**src/rtl/mispredict_recovery_sequencer.sv**
```systemverilog
// Branch-mispredict recovery sequencer: flush ROB + freelist, rebuild the speculative map from
// the architectural map, then redirect fetch. Optional perf counters under RECOVERY_PERF_EN.
`ifndef ARCH_REG_SZ
`define ARCH_REG_SZ 32
`endif

module mispredict_recovery_sequencer #(
  parameter int RESTORE_WIDTH    = 8,
  parameter int ARCH_REGS        = `ARCH_REG_SZ,
  parameter int ROB_IDX_W        = 5,
  parameter int ADDR_W           = 32,
  parameter int PHYS_REG_SZ_R10K = 64,
  parameter int PHYS_TAG_W       = $clog2(PHYS_REG_SZ_R10K),
  parameter int REG_IDX_W        = $clog2(ARCH_REGS)
) (
  input  logic                                         clock,
  input  logic                                         reset,
  input  logic                                         mispredict_i,
  input  logic [ROB_IDX_W-1:0]                         mispred_rob_idx_i,
  input  logic [ADDR_W-1:0]                            branch_target_i,
  input  logic [PHYS_REG_SZ_R10K-1:0]                  freelist_restore_mask_i,
  input  logic [ARCH_REGS-1:0][PHYS_TAG_W-1:0]         arch_table_i,
  output logic                                         stall_o,
  output logic                                         rob_flush_o,
  output logic [ROB_IDX_W-1:0]                         rob_flush_idx_o,
  output logic                                         fl_restore_valid_o,
  output logic [PHYS_REG_SZ_R10K-1:0]                  fl_restore_mask_o,
  output logic [RESTORE_WIDTH-1:0]                     map_wr_en_o,
  output logic [RESTORE_WIDTH-1:0][REG_IDX_W-1:0]      map_wr_addr_o,
  output logic [RESTORE_WIDTH-1:0][PHYS_TAG_W-1:0]     map_wr_tag_o,
  output logic                                         fetch_redirect_o,
  output logic [ADDR_W-1:0]                            fetch_target_o,
  input  logic                                         fetch_redirect_ack_i,
  output logic                                         busy_o,
`ifdef RECOVERY_PERF_EN
  output logic [31:0]                                  perf_recoveries_o,
  output logic [31:0]                                  perf_stall_cycles_o,
`endif
  output logic                                         overlap_err_o
);

  localparam int PTR_W = $clog2(ARCH_REGS) + 1;

  typedef enum logic [1:0] {
    S_IDLE     = 2'd0,
    S_FLUSH    = 2'd1,
    S_RESTORE  = 2'd2,
    S_REDIRECT = 2'd3
  } state_t;

  state_t                                     r_state;
  logic [PTR_W-1:0]                           r_ptr;
  logic [ADDR_W-1:0]                          r_target;
  logic                                       r_stall;
  logic                                       r_busy;
  logic                                       r_rob_flush;
  logic [ROB_IDX_W-1:0]                       r_rob_flush_idx;
  logic                                       r_fl_valid;
  logic [PHYS_REG_SZ_R10K-1:0]                r_fl_mask;
  logic [RESTORE_WIDTH-1:0]                   r_map_wr_en;
  logic [RESTORE_WIDTH-1:0][REG_IDX_W-1:0]    r_map_wr_addr;
  logic [RESTORE_WIDTH-1:0][PHYS_TAG_W-1:0]   r_map_wr_tag;
  logic                                       r_fetch_redirect;
  logic [ADDR_W-1:0]                          r_fetch_target;
  logic                                       r_overlap_err;

  logic [PTR_W-1:0]                           w_next_base;
  logic                                       w_last;
  logic [RESTORE_WIDTH-1:0][REG_IDX_W-1:0]    w_lane_addr;
  logic [RESTORE_WIDTH-1:0][PHYS_TAG_W-1:0]   w_lane_tag;

  // Lanes for the chunk presented next cycle: base 0 out of FLUSH, ptr+RESTORE_WIDTH out of RESTORE.
  always_comb begin
    if (r_state == S_RESTORE) begin
      w_next_base = r_ptr + PTR_W'(RESTORE_WIDTH);
    end else begin
      w_next_base = '0;
    end
    w_last = (r_ptr + PTR_W'(RESTORE_WIDTH)) == PTR_W'(ARCH_REGS);
    for (int i = 0; i < RESTORE_WIDTH; i++) begin
      w_lane_addr[i] = REG_IDX_W'(w_next_base + PTR_W'(i));
      w_lane_tag[i]  = arch_table_i[w_lane_addr[i]];
    end
  end

  // Recovery FSM; every output is loaded together with the state it belongs to.
  always_ff @(posedge clock) begin
    if (reset) begin
      r_state          <= S_IDLE;
      r_ptr            <= '0;
      r_target         <= '0;
      r_stall          <= 1'b0;
      r_busy           <= 1'b0;
      r_rob_flush      <= 1'b0;
      r_rob_flush_idx  <= '0;
      r_fl_valid       <= 1'b0;
      r_fl_mask        <= '0;
      r_map_wr_en      <= '0;
      r_map_wr_addr    <= '0;
      r_map_wr_tag     <= '0;
      r_fetch_redirect <= 1'b0;
      r_fetch_target   <= '0;
      r_overlap_err    <= 1'b0;
    end else begin
      if ((r_state != S_IDLE) && mispredict_i) begin
        r_overlap_err <= 1'b1;
      end
      case (r_state)
        S_IDLE: begin
          if (mispredict_i) begin
            r_state         <= S_FLUSH;
            r_target        <= branch_target_i;
            r_stall         <= 1'b1;
            r_busy          <= 1'b1;
            r_rob_flush     <= 1'b1;
            r_rob_flush_idx <= mispred_rob_idx_i;
            r_fl_valid      <= 1'b1;
            r_fl_mask       <= freelist_restore_mask_i;
          end
        end
        S_FLUSH: begin
          r_state         <= S_RESTORE;
          r_ptr           <= '0;
          r_rob_flush     <= 1'b0;
          r_rob_flush_idx <= '0;
          r_fl_valid      <= 1'b0;
          r_fl_mask       <= '0;
          r_map_wr_en     <= '1;
          r_map_wr_addr   <= w_lane_addr;
          r_map_wr_tag    <= w_lane_tag;
        end
        S_RESTORE: begin
          if (w_last) begin
            r_state          <= S_REDIRECT;
            r_map_wr_en      <= '0;
            r_map_wr_addr    <= '0;
            r_map_wr_tag     <= '0;
            r_fetch_redirect <= 1'b1;
            r_fetch_target   <= r_target;
          end else begin
            r_ptr         <= w_next_base;
            r_map_wr_addr <= w_lane_addr;
            r_map_wr_tag  <= w_lane_tag;
          end
        end
        S_REDIRECT: begin
          if (fetch_redirect_ack_i) begin
            r_state          <= S_IDLE;
            r_stall          <= 1'b0;
            r_busy           <= 1'b0;
            r_fetch_redirect <= 1'b0;
            r_fetch_target   <= '0;
          end
        end
        default: begin
          r_state          <= S_IDLE;
          r_stall          <= 1'b0;
          r_busy           <= 1'b0;
          r_rob_flush      <= 1'b0;
          r_fl_valid       <= 1'b0;
          r_map_wr_en      <= '0;
          r_fetch_redirect <= 1'b0;
        end
      endcase
    end
  end

`ifdef RECOVERY_PERF_EN
  logic [31:0] r_perf_recoveries;
  logic [31:0] r_perf_stall_cycles;

  // Saturating recovery and stall-cycle counters.
  always_ff @(posedge clock) begin
    if (reset) begin
      r_perf_recoveries   <= 32'd0;
      r_perf_stall_cycles <= 32'd0;
    end else begin
      if ((r_state == S_IDLE) && mispredict_i && (r_perf_recoveries != 32'hFFFF_FFFF)) begin
        r_perf_recoveries <= r_perf_recoveries + 32'd1;
      end
      if (r_stall && (r_perf_stall_cycles != 32'hFFFF_FFFF)) begin
        r_perf_stall_cycles <= r_perf_stall_cycles + 32'd1;
      end
    end
  end

  assign perf_recoveries_o   = r_perf_recoveries;
  assign perf_stall_cycles_o = r_perf_stall_cycles;
`endif

  assign stall_o            = r_stall;
  assign busy_o             = r_busy;
  assign rob_flush_o        = r_rob_flush;
  assign rob_flush_idx_o    = r_rob_flush_idx;
  assign fl_restore_valid_o = r_fl_valid;
  assign fl_restore_mask_o  = r_fl_mask;
  assign map_wr_en_o        = r_map_wr_en;
  assign map_wr_addr_o      = r_map_wr_addr;
  assign map_wr_tag_o       = r_map_wr_tag;
  assign fetch_redirect_o   = r_fetch_redirect;
  assign fetch_target_o     = r_fetch_target;
  assign overlap_err_o      = r_overlap_err;

endmodule

```
**config.mk**
```make
export PLATFORM = sky130hd
export DESIGN_NAME = mispredict_recovery_sequencer
export DESIGN_NICKNAME = d
export VERILOG_FILES = /design/src/rtl/mispredict_recovery_sequencer.sv
export SDC_FILE = /design/constraint.sdc
export NUM_CORES = 1
export LEC_CHECK = 0
export CAP_MARGIN = 20
export CELL_PAD_IN_SITES_DETAIL_PLACEMENT = 0
export CELL_PAD_IN_SITES_GLOBAL_PLACEMENT = 2
export CORE_ASPECT_RATIO = 0.8
export CORE_MARGIN = 4
export CORE_UTILIZATION = 31
export CTS_BUF_LIST = sky130_fd_sc_hd__clkbuf_16
export CTS_CLUSTER_SIZE = 30
export DETAILED_ROUTE_END_ITERATION = 8
export PLACE_DENSITY_LB_ADDON = 0.1
export SYNTH_ARGS = -nofsm -noshare
export SYNTH_HDL_FRONTEND = slang
export SYNTH_SLANG_ARGS = --single-unit
```
**constraint.sdc**
```tcl
create_clock -name clock -period 7.85 [get_ports clock]
set_clock_uncertainty 0.1 [all_clocks]
set_input_delay 1.57 -clock clock [delete_from_list [all_inputs] [get_ports clock]]
set_output_delay 1.57 -clock clock [all_outputs]
set_load 0.02 [all_outputs]
```
==> impl_summary.txt, run 1 <==
----------------------------------------------------
[Clock network]
  Cell chosen for the clock root ... sky130_fd_sc_hd__clkbuf_16
  Post-CTS setup repair buffer count ... 0
  TritonCTS Buffers ... 27
  Hold bufs inserted after CTS ... 0
  CTS max path bufs ... 3
  Clock H-tree levels ... 1
  CTS sink count ... 224
  TritonCTS clock tree ... done
  Clock latency on the worst-skew pair ... 550 ps
  Gates resized, CTS repair ... 0
  Clock transition at the registers of the reported paths ... 60 ps

[Synthesis]
  Cell Area, Synth ... 0.0173 mm^2
  Number of register bits inferred by synthesis ... 224
  Synth Net Count ... 2139
  Portion of the post-synthesis area used by sequential elements ... 25.9%
  Yosys synthesis warning count ... 0
  Fraction of registers with async set/reset ... 0%
  Gate count of the mapped netlist ... 1833
  Number of unique standard cell types used by synthesis ... 68
  Number of enable-type register cells in the synthesized netlist ... 0
  Synthesized area per cell ... 9.45 um^2
  Commonest register cell after synthesis ... sky130_fd_sc_hd__dfxtp_1

[Setup path]
  Critical Path Sink Type ... flip-flop
  Crit path launch type ... flip-flop
  Maximum fanout along the worst path ... 51
  Cells along the critical path ... inv_1 -> ha_2 -> and2_4 -> inv_6 -> buf_4 -> mux2i_1 -> mux2i_1 -> a221o_1 -> a221oi_1 -> nor3_1
  Setup slack of the worst register-to-register path ... 3130 ps
  CP Class ... flip-flop to flip-flop
  Worst Path Buf+Inv ... 3
  Worst endpoint required time ... 8140 ps
  Slowest Stage Delay on Critical Path ... 810 ps
  Critical Path Slowest Stage Cell ... sky130_fd_sc_hd__mux2i_1
  Cell family with the largest share of critical-path delay ... buffers and inverters
  Cell mode on critical path ... sky130_fd_sc_hd__mux2i_1
  Arrival time of data at the critical path endpoint ... 5010 ps

[Power and ir drop]
  Clock group share of total power ... 23.6%
  Peak supply drop ... 0.000156 V
  Pleak ... 8.55 nW
  Power density normalized to cell area ... 227 mW/mm^2
  Net load switching power ... 2.21 mW
  Part of the total power dissipated in combinational logic ... 46.1%
  Sw Share ... 41.4%
  Part of the total power dissipated in sequential elements ... 30.3%
  Cell internal pwr ... 3.13 mW

[STA]
  Time the final worst path needs with I/O delays and setup ... 4720 ps
  Final period utilization ... 60.1%
  Setup repair after global routing missed its margin ... false
  Total negative slack ... 0 ps
  Worst-margin pin slew ... 1200 ps
  Max Clock Freq ... 212 MHz
  Slew HR ... 17.7%
  Final number of setup-violating endpoints ... 0
  Worst setup margin ... 3130 ps
  Max-slew violation count ... 0
  Final hold vios ... 0

[Final layout]
  Commonest non-fill, non-tap cell in the layout ... sky130_fd_sc_hd__clkdlybuf4s50_1
  Fill cells ... 5454
  Post-Route Utilization ... 42.5%
  Final design area excluding fillers ... 0.0235 mm^2
  Top library cells by usage in the layout, fill and taps aside ... sky130_fd_sc_hd__clkdlybuf4s50_1, sky130_fd_sc_hd__mux2i_1, sky130_fd_sc_hd__dfxtp_1, sky130_fd_sc_hd__nand2_1, sky130_fd_sc_hd__nor2_1
  Fraction of final layout cells sized beyond drive strength 1 ... 11.9%
  Number of nets in the final layout ... 2518
  Relative area change from synthesis to final layout ... 35.5%

[GRT]
  Antenna violations before repair ... 3
  Vias in the first global route ... 17200
  Sum of overflow across all layers after global routing ... 0
  Wire length of the first global-routing pass ... 130 mm
  Global Route Usage Sum ... 30.0%
  Largest net degree at the start of global routing ... 92

[Drt]
  Total number of vias ... 17500
  Initial DRC count ... 1703
  Post-DR wirelength/cell ... 31.4 um
  Pre-Repair DR Iteration Count ... 5
  Number of routed nets with antenna violations ... 0
  DRC Markers ... 0
  Average vias per placed instance ... 5.86
  Total detailed-routing wirelength ... 93.8 mm

[Floorplanning]
  Starting utilization of the core area ... 31.3%
  Floorplan die height ... 219 um
  Core area ... 0.0553 mm^2
  Die outline width ... 272 um
  Site row count ... 77
  I/O pin count ... 500
  Area of the die ... 0.0598 mm^2

[Place]
  Port Buf Inserts ... 499
  Cell Area, Placed ... 0.0226 mm^2
  Final GP Congestion ... 0.983
  HPWL after detailed placement ... 72.1 mm
  Post-place setup slack ... 3310 ps

[Run]
  Number of maximum-capacitance violations ... 0

[Run status]
  Outcome ... finished, final reports clean

[Min path]
  Hold Path Class ... flip-flop to flip-flop

----------------------------------------------------
==> metal layers <==
layer  track usage, %  part of all wire (%)  up-vias
li1                 -                     -     7687
met1             44.0                    46     8764
met2             40.4                    40      931
met3             11.9                    11      125
met4             7.31                   2.6        6
met5             2.80                  0.26        -
==> sequential cells by signal, summed over array words and instances (netlist names) <==
signal	cells
fl_restore_mask_o	64
map_wr_addr_o	30
r_ptr	6
r_target	32
busy_o	1
rob_flush_idx_o	5
map_wr_tag_o	48
overlap_err_o	1
fetch_redirect_o	1
r_state	2
map_wr_en_o	1
fetch_target_o	32
fl_restore_valid_o	1
==> worst paths after layout <==
| check | from | end | depth (start not counted) |
|---|---|---|---|
| max | r_state[0] | map_wr_tag_o[4] | 10 |
| min | map_wr_tag_o[27] | map_wr_tag_o[27] | 2 |
| min reg2reg | map_wr_tag_o[27] | map_wr_tag_o[27] | 2 |
| max reg2reg | r_state[0] | map_wr_tag_o[4] | 10 |
==> cell type report <==
type                       count  area (um^2)  area share (%)
tap                          750          938            4.00
antenna                        4         10.0          0.0426
timing repair buffer         540         5320            22.6
clock inverter                23          193           0.821
sequential                   224         4490            19.1
multi-input combinational   1404        11800            50.2
inverter                      15         66.3           0.282
clock buffer                  27          676            2.88
==> cells in the mapped netlist (11+ instances only) <==
cell	count	area (um^2)
sky130_fd_sc_hd__nand3_1	33	165
sky130_fd_sc_hd__nor3_1	24	120
sky130_fd_sc_hd__nand2_1	207	777
sky130_fd_sc_hd__o21ai_0	28	140
sky130_fd_sc_hd__a211oi_1	26	195
sky130_fd_sc_hd__a22oi_1	112	841
sky130_fd_sc_hd__nand2b_1	12	75.1
sky130_fd_sc_hd__nor2_1	175	657
sky130_fd_sc_hd__o22ai_1	22	138
sky130_fd_sc_hd__and2_1	16	100
sky130_fd_sc_hd__mux4_2	142	3200
sky130_fd_sc_hd__mux2_2	11	124
sky130_fd_sc_hd__o22a_1	14	123
sky130_fd_sc_hd__buf_4	36	270
sky130_fd_sc_hd__inv_1	12	45.0
sky130_fd_sc_hd__o21ai_1	13	65.1
sky130_fd_sc_hd__clkbuf_1	91	342
sky130_fd_sc_hd__buf_2	36	180
sky130_fd_sc_hd__buf_6	18	203
sky130_fd_sc_hd__dfxtp_1	224	4480
sky130_fd_sc_hd__mux2i_1	323	3230
sky130_fd_sc_hd__nor2b_1	13	81.3
sky130_fd_sc_hd__a21oi_1	99	495
==> metrics by stage <==
| step | power (mW) | hold WS (ps) | instances |
|---|---|---|---|
| 6_report | 5.34 | 348 | 2987 |
| 5_1_grt | 5.59 | 370 | 2984 |
| 4_1_cts | 5.36 | 351 | 2981 |
| 3_3_place_gp | 4.07 | 341 | 2931 |
| 2_1_floorplan | 2.85 | 337 | 1833 |
| 3_5_place_dp | 4.07 | 342 | 2931 |
==> power by group through the flow <==
stage | Combinational, mW | Clock (mW) | Sequential, mW
finish | 2.46 | 1.26 | 1.62
global route | 2.60 | 1.34 | 1.65
floorplan | 1.02 | 0 | 1.83
CTS | 2.45 | 1.30 | 1.62
global placement | 2.44 | 0 | 1.63
detailed placement | 2.44 | 0 | 1.64
==> worst min-delay path, stage by stage (launching register included) <==
cell and delay, ps:
sky130_fd_sc_hd__dfxtp_1 310, sky130_fd_sc_hd__nand2_1 50, sky130_fd_sc_hd__o21ai_1 50
==> logic make-up (layout without fill, tap and decap cells) <==
logic type,count (synthesis),in the layout,synth area share (%)
fa+ha+maj,9,9,0.650
other cells,0,4,0
compound gates,398,398,15.7
flops,224,224,25.9
mux,477,477,38.0
simple gates,510,510,12.7
buf+inv,205,605,6.38
xor+xnor,10,10,0.766
Note: power is estimated with default switching activity, not from simulation.
==> run 2, diff against run 1 <==
--- a/config.mk
+++ b/config.mk
@@ -10,7 +10,7 @@
 export CELL_PAD_IN_SITES_GLOBAL_PLACEMENT = 2
 export CORE_ASPECT_RATIO = 0.8
 export CORE_MARGIN = 4
-export CORE_UTILIZATION = 31
+export CORE_UTILIZATION = 29
 export CTS_BUF_LIST = sky130_fd_sc_hd__clkbuf_16
 export CTS_CLUSTER_SIZE = 30
 export DETAILED_ROUTE_END_ITERATION = 8
==> constraint.sdc (replaced) <==
create_clock -name clock -period 4.5 [get_ports clock]
set_clock_uncertainty 0.1 [all_clocks]
set_input_delay 0.9 -clock clock [delete_from_list [all_inputs] [get_ports clock]]
set_output_delay 0.9 -clock clock [all_outputs]
set_load 0.02 [all_outputs]
==> run 2 against run 1 <==
Clock power is 72% higher. Worst hold slack lost 3.3 ps. Setup slack worse by 2800 ps. Count of clock-buffer cells in the layout did not move. Via count up 1.0%. Combinational power grew 79%. Cell count increased by 1.7%. Sequential power grew 75%. Design area up 1.4%. Largest cell class unchanged. Highest routed layer unchanged.
==> impl_summary.txt, run 2 (synthesized netlist as in run 1, its figures left out) <==
----------------------------------------------------
[Clock network]
  Clock transition at the registers of the reported paths ... 70 ps (was 60 ps)
  Hold bufs inserted after CTS ... 0 (unchanged)
  CTS sink count ... 224 (unchanged)
  Post-CTS setup repair buffer count ... 0 (unchanged)
  TritonCTS clock tree ... done (unchanged)
  Cell chosen for the clock root ... sky130_fd_sc_hd__clkbuf_16 (unchanged)
  CTS max path bufs ... 3 (unchanged)
  TritonCTS Buffers ... 27 (unchanged)
  Clock H-tree levels ... 1 (unchanged)
  Gates resized, CTS repair ... 0 (unchanged)
  Clock latency on the worst-skew pair ... 560 ps (was 550 ps)

[STA]
  Final number of setup-violating endpoints ... 0 (unchanged)
  Worst-margin pin slew ... 1070 ps (was 1200 ps)
  Worst hold margin ... 345 ps (was 348 ps)
  Time the final worst path needs with I/O delays and setup ... 4210 ps (was 4720 ps)
  Setup repair after global routing missed its margin ... false (unchanged)
  Final period utilization ... 93.5% (was 60.1%)
  Max-slew violation count ... 0 (unchanged)
  Final hold vios ... 0 (unchanged)
  Total negative slack ... 0 ps (unchanged)
  Slew HR ... 26.4% (was 17.7%)
  Worst setup margin ... 293 ps (was 3130 ps)
  Max Clock Freq ... 238 MHz (was 212 MHz)

[Setup path]
  Critical Path Sink Type ... flip-flop (unchanged)
  Setup slack of the worst register-to-register path ... 290 ps (was 3130 ps)
  Crit path launch type ... flip-flop (unchanged)
  Arrival time of data at the critical path endpoint ... 4560 ps (was 5010 ps)
  Critical Path Slowest Stage Cell ... sky130_fd_sc_hd__mux2i_1 (unchanged)
  CP Class ... flip-flop to flip-flop (unchanged)
  Slowest Stage Delay on Critical Path ... 970 ps (was 810 ps)
  Maximum fanout along the worst path ... 112 (was 51)
  Cells along the critical path ... inv_1 -> ha_2 -> and2_4 -> buf_12 -> mux2i_1 -> mux4_2 -> nand2_1 -> a31oi_1 -> buf_4 -> o21ai_1 (was inv_1 -> ha_2 -> and2_4 -> inv_6 -> buf_4 -> mux2i_1 -> mux2i_1 -> a221o_1 -> a221oi_1 -> nor3_1)
  Worst endpoint required time ... 4850 ps (was 8140 ps)

[GRT]
  Sum of overflow across all layers after global routing ... 0 (unchanged)
  Largest net degree at the start of global routing ... 113 (was 92)
  Antenna violations before repair ... 10 (was 3)
  Met1 Usage GRT ... 42.7% (was 44.0%)
  Vias in the first global route ... 17300 (was 17200)
  Met2 track demand over resource ... 41.9% (was 40.4%)
  Wire length of the first global-routing pass ... 136 mm (was 130 mm)
  Global Route Usage Sum ... 29.6% (was 30.0%)
  Global-route met3 utilization ... 12.6% (was 11.9%)
  Most Crowded Layer GR ... met1 (unchanged)

[Run status]
  Outcome ... finished, final reports clean (unchanged)

[Floorplanning]
  Floorplan die height ... 227 um (was 219 um)
  Starting utilization of the core area ... 29.6% (was 31.3%)
  Core area ... 0.0586 mm^2 (was 0.0553 mm^2)
  Die outline width ... 281 um (was 272 um)
  Site row count ... 79 (was 77)
  Area of the die ... 0.0637 mm^2 (was 0.0598 mm^2)
  I/O pin count ... 500 (unchanged)

[Drt]
  DRC Markers ... 0 (unchanged)
  Average vias per placed instance ... 5.82 (was 5.86)
  Initial DRC count ... 1921 (was 1703)
  Post-DR wirelength/cell ... 32.3 um (was 31.4 um)
  Pre-Repair DR Iteration Count ... 5 (unchanged)
  Number of routed nets with antenna violations ... 0 (unchanged)
  Total number of vias ... 17700 (was 17500)
  Total detailed-routing wirelength ... 98.0 mm (was 93.8 mm)

[Min path]
  Hold Path Class ... flip-flop to flip-flop (unchanged)

[Final layout]
  Fraction of final layout cells sized beyond drive strength 1 ... 13.3% (was 11.9%)
  Commonest non-fill, non-tap cell in the layout ... sky130_fd_sc_hd__clkdlybuf4s50_1 (unchanged)
  Number of nets in the final layout ... 2555 (was 2518)
  Flip-flop count of the largest register after layout ... 64 (unchanged)
  Non-filler cells, final ... 3038 (was 2987)
  Relative area change from synthesis to final layout ... 37.4% (was 35.5%)
  Antenna cells ... 0 (was 4)
  Top library cells by usage in the layout, fill and taps aside ... sky130_fd_sc_hd__clkdlybuf4s50_1, sky130_fd_sc_hd__mux2i_1, sky130_fd_sc_hd__dfxtp_1, sky130_fd_sc_hd__nand2_1, sky130_fd_sc_hd__nor2_1 (unchanged)

[Place]
  Final GP Congestion ... 0.970 (was 0.983)
  DP Cell Count ... 2989 (was 2931)
  Post-place setup slack ... 556 ps (was 3310 ps)
  HPWL after detailed placement ... 75.9 mm (was 72.1 mm)
  Port Buf Inserts ... 499 (unchanged)

[Power and ir drop]
  Sw Share ... 42.8% (was 41.4%)
  Power density normalized to cell area ... 396 mW/mm^2 (was 227 mW/mm^2)
  Power consumption ... 9.42 mW (was 5.34 mW)
  Net load switching power ... 4.03 mW (was 2.21 mW)
  Pleak ... 8.73 nW (was 8.55 nW)
  Clock group share of total power ... 23.1% (was 23.6%)
  Part of the total power dissipated in combinational logic ... 46.8% (was 46.1%)
  Part of the total power dissipated in sequential elements ... 30.2% (was 30.3%)
  Cell internal pwr ... 5.39 mW (was 3.13 mW)
  Peak supply drop ... 0.000255 V (was 0.000156 V)

[Run]
  Number of maximum-capacitance violations ... 0 (unchanged)

----------------------------------------------------
[run 2: layout make-up]
cell class                 count  area, um^2
timing repair buffer         577        5670
multi-input combinational   1404       11800
inverter                      15        66.3
clock buffer                  27         676
clock inverter                22         156
tap                          769         962
sequential                   224        4490
fill                        5866       34800
[run 2: final timing paths]
path,start,end,cells past startpoint
hold / removal,map_wr_tag_o[34],map_wr_tag_o[34],2
hold reg to reg,map_wr_tag_o[34],map_wr_tag_o[34],2
setup reg to reg,r_state[0],map_wr_tag_o[20],10
setup / recovery,r_state[0],map_wr_tag_o[20],10
[run 2: power groups by stage]
stage,combinational (mW),clock (mW),sequential (mW)
after floorplan,1.78,0,3.19
after global placement,4.38,0,2.87
after detailed placement,4.38,0,2.88
after CTS,4.39,2.23,2.84
after global routing,4.65,2.31,2.90
final,4.41,2.17,2.84
[run 2: through the flow]
stage / instance area [um^2] / utilization, %
final: 23800 / 40.6
after global routing: 23800 / 40.6
after detailed placement: 23000 / 39.2
after CTS: 23800 / 40.6
after floorplan: 17300 / -
after global placement: 23000 / 39.2
[run 2: worst max-delay path, delay by kind of cell, from the launching register on]
family,cells,cell delay [ps]
and+or+nand+nor,2,340
AOI/OAI and AO/OA,2,330
DFF,1,340
buffers and inverters,3,880
muxes,2,1380
adders and majority gates,1,520
[run 2: routing by layer]
metal  part of all wire, %  vias to the layer above
met1                    45                     8911
li1                      -                     7751
met2                    42                      897
met4                   1.6                       18
met3                    12                      116
met5                  0.13                        -
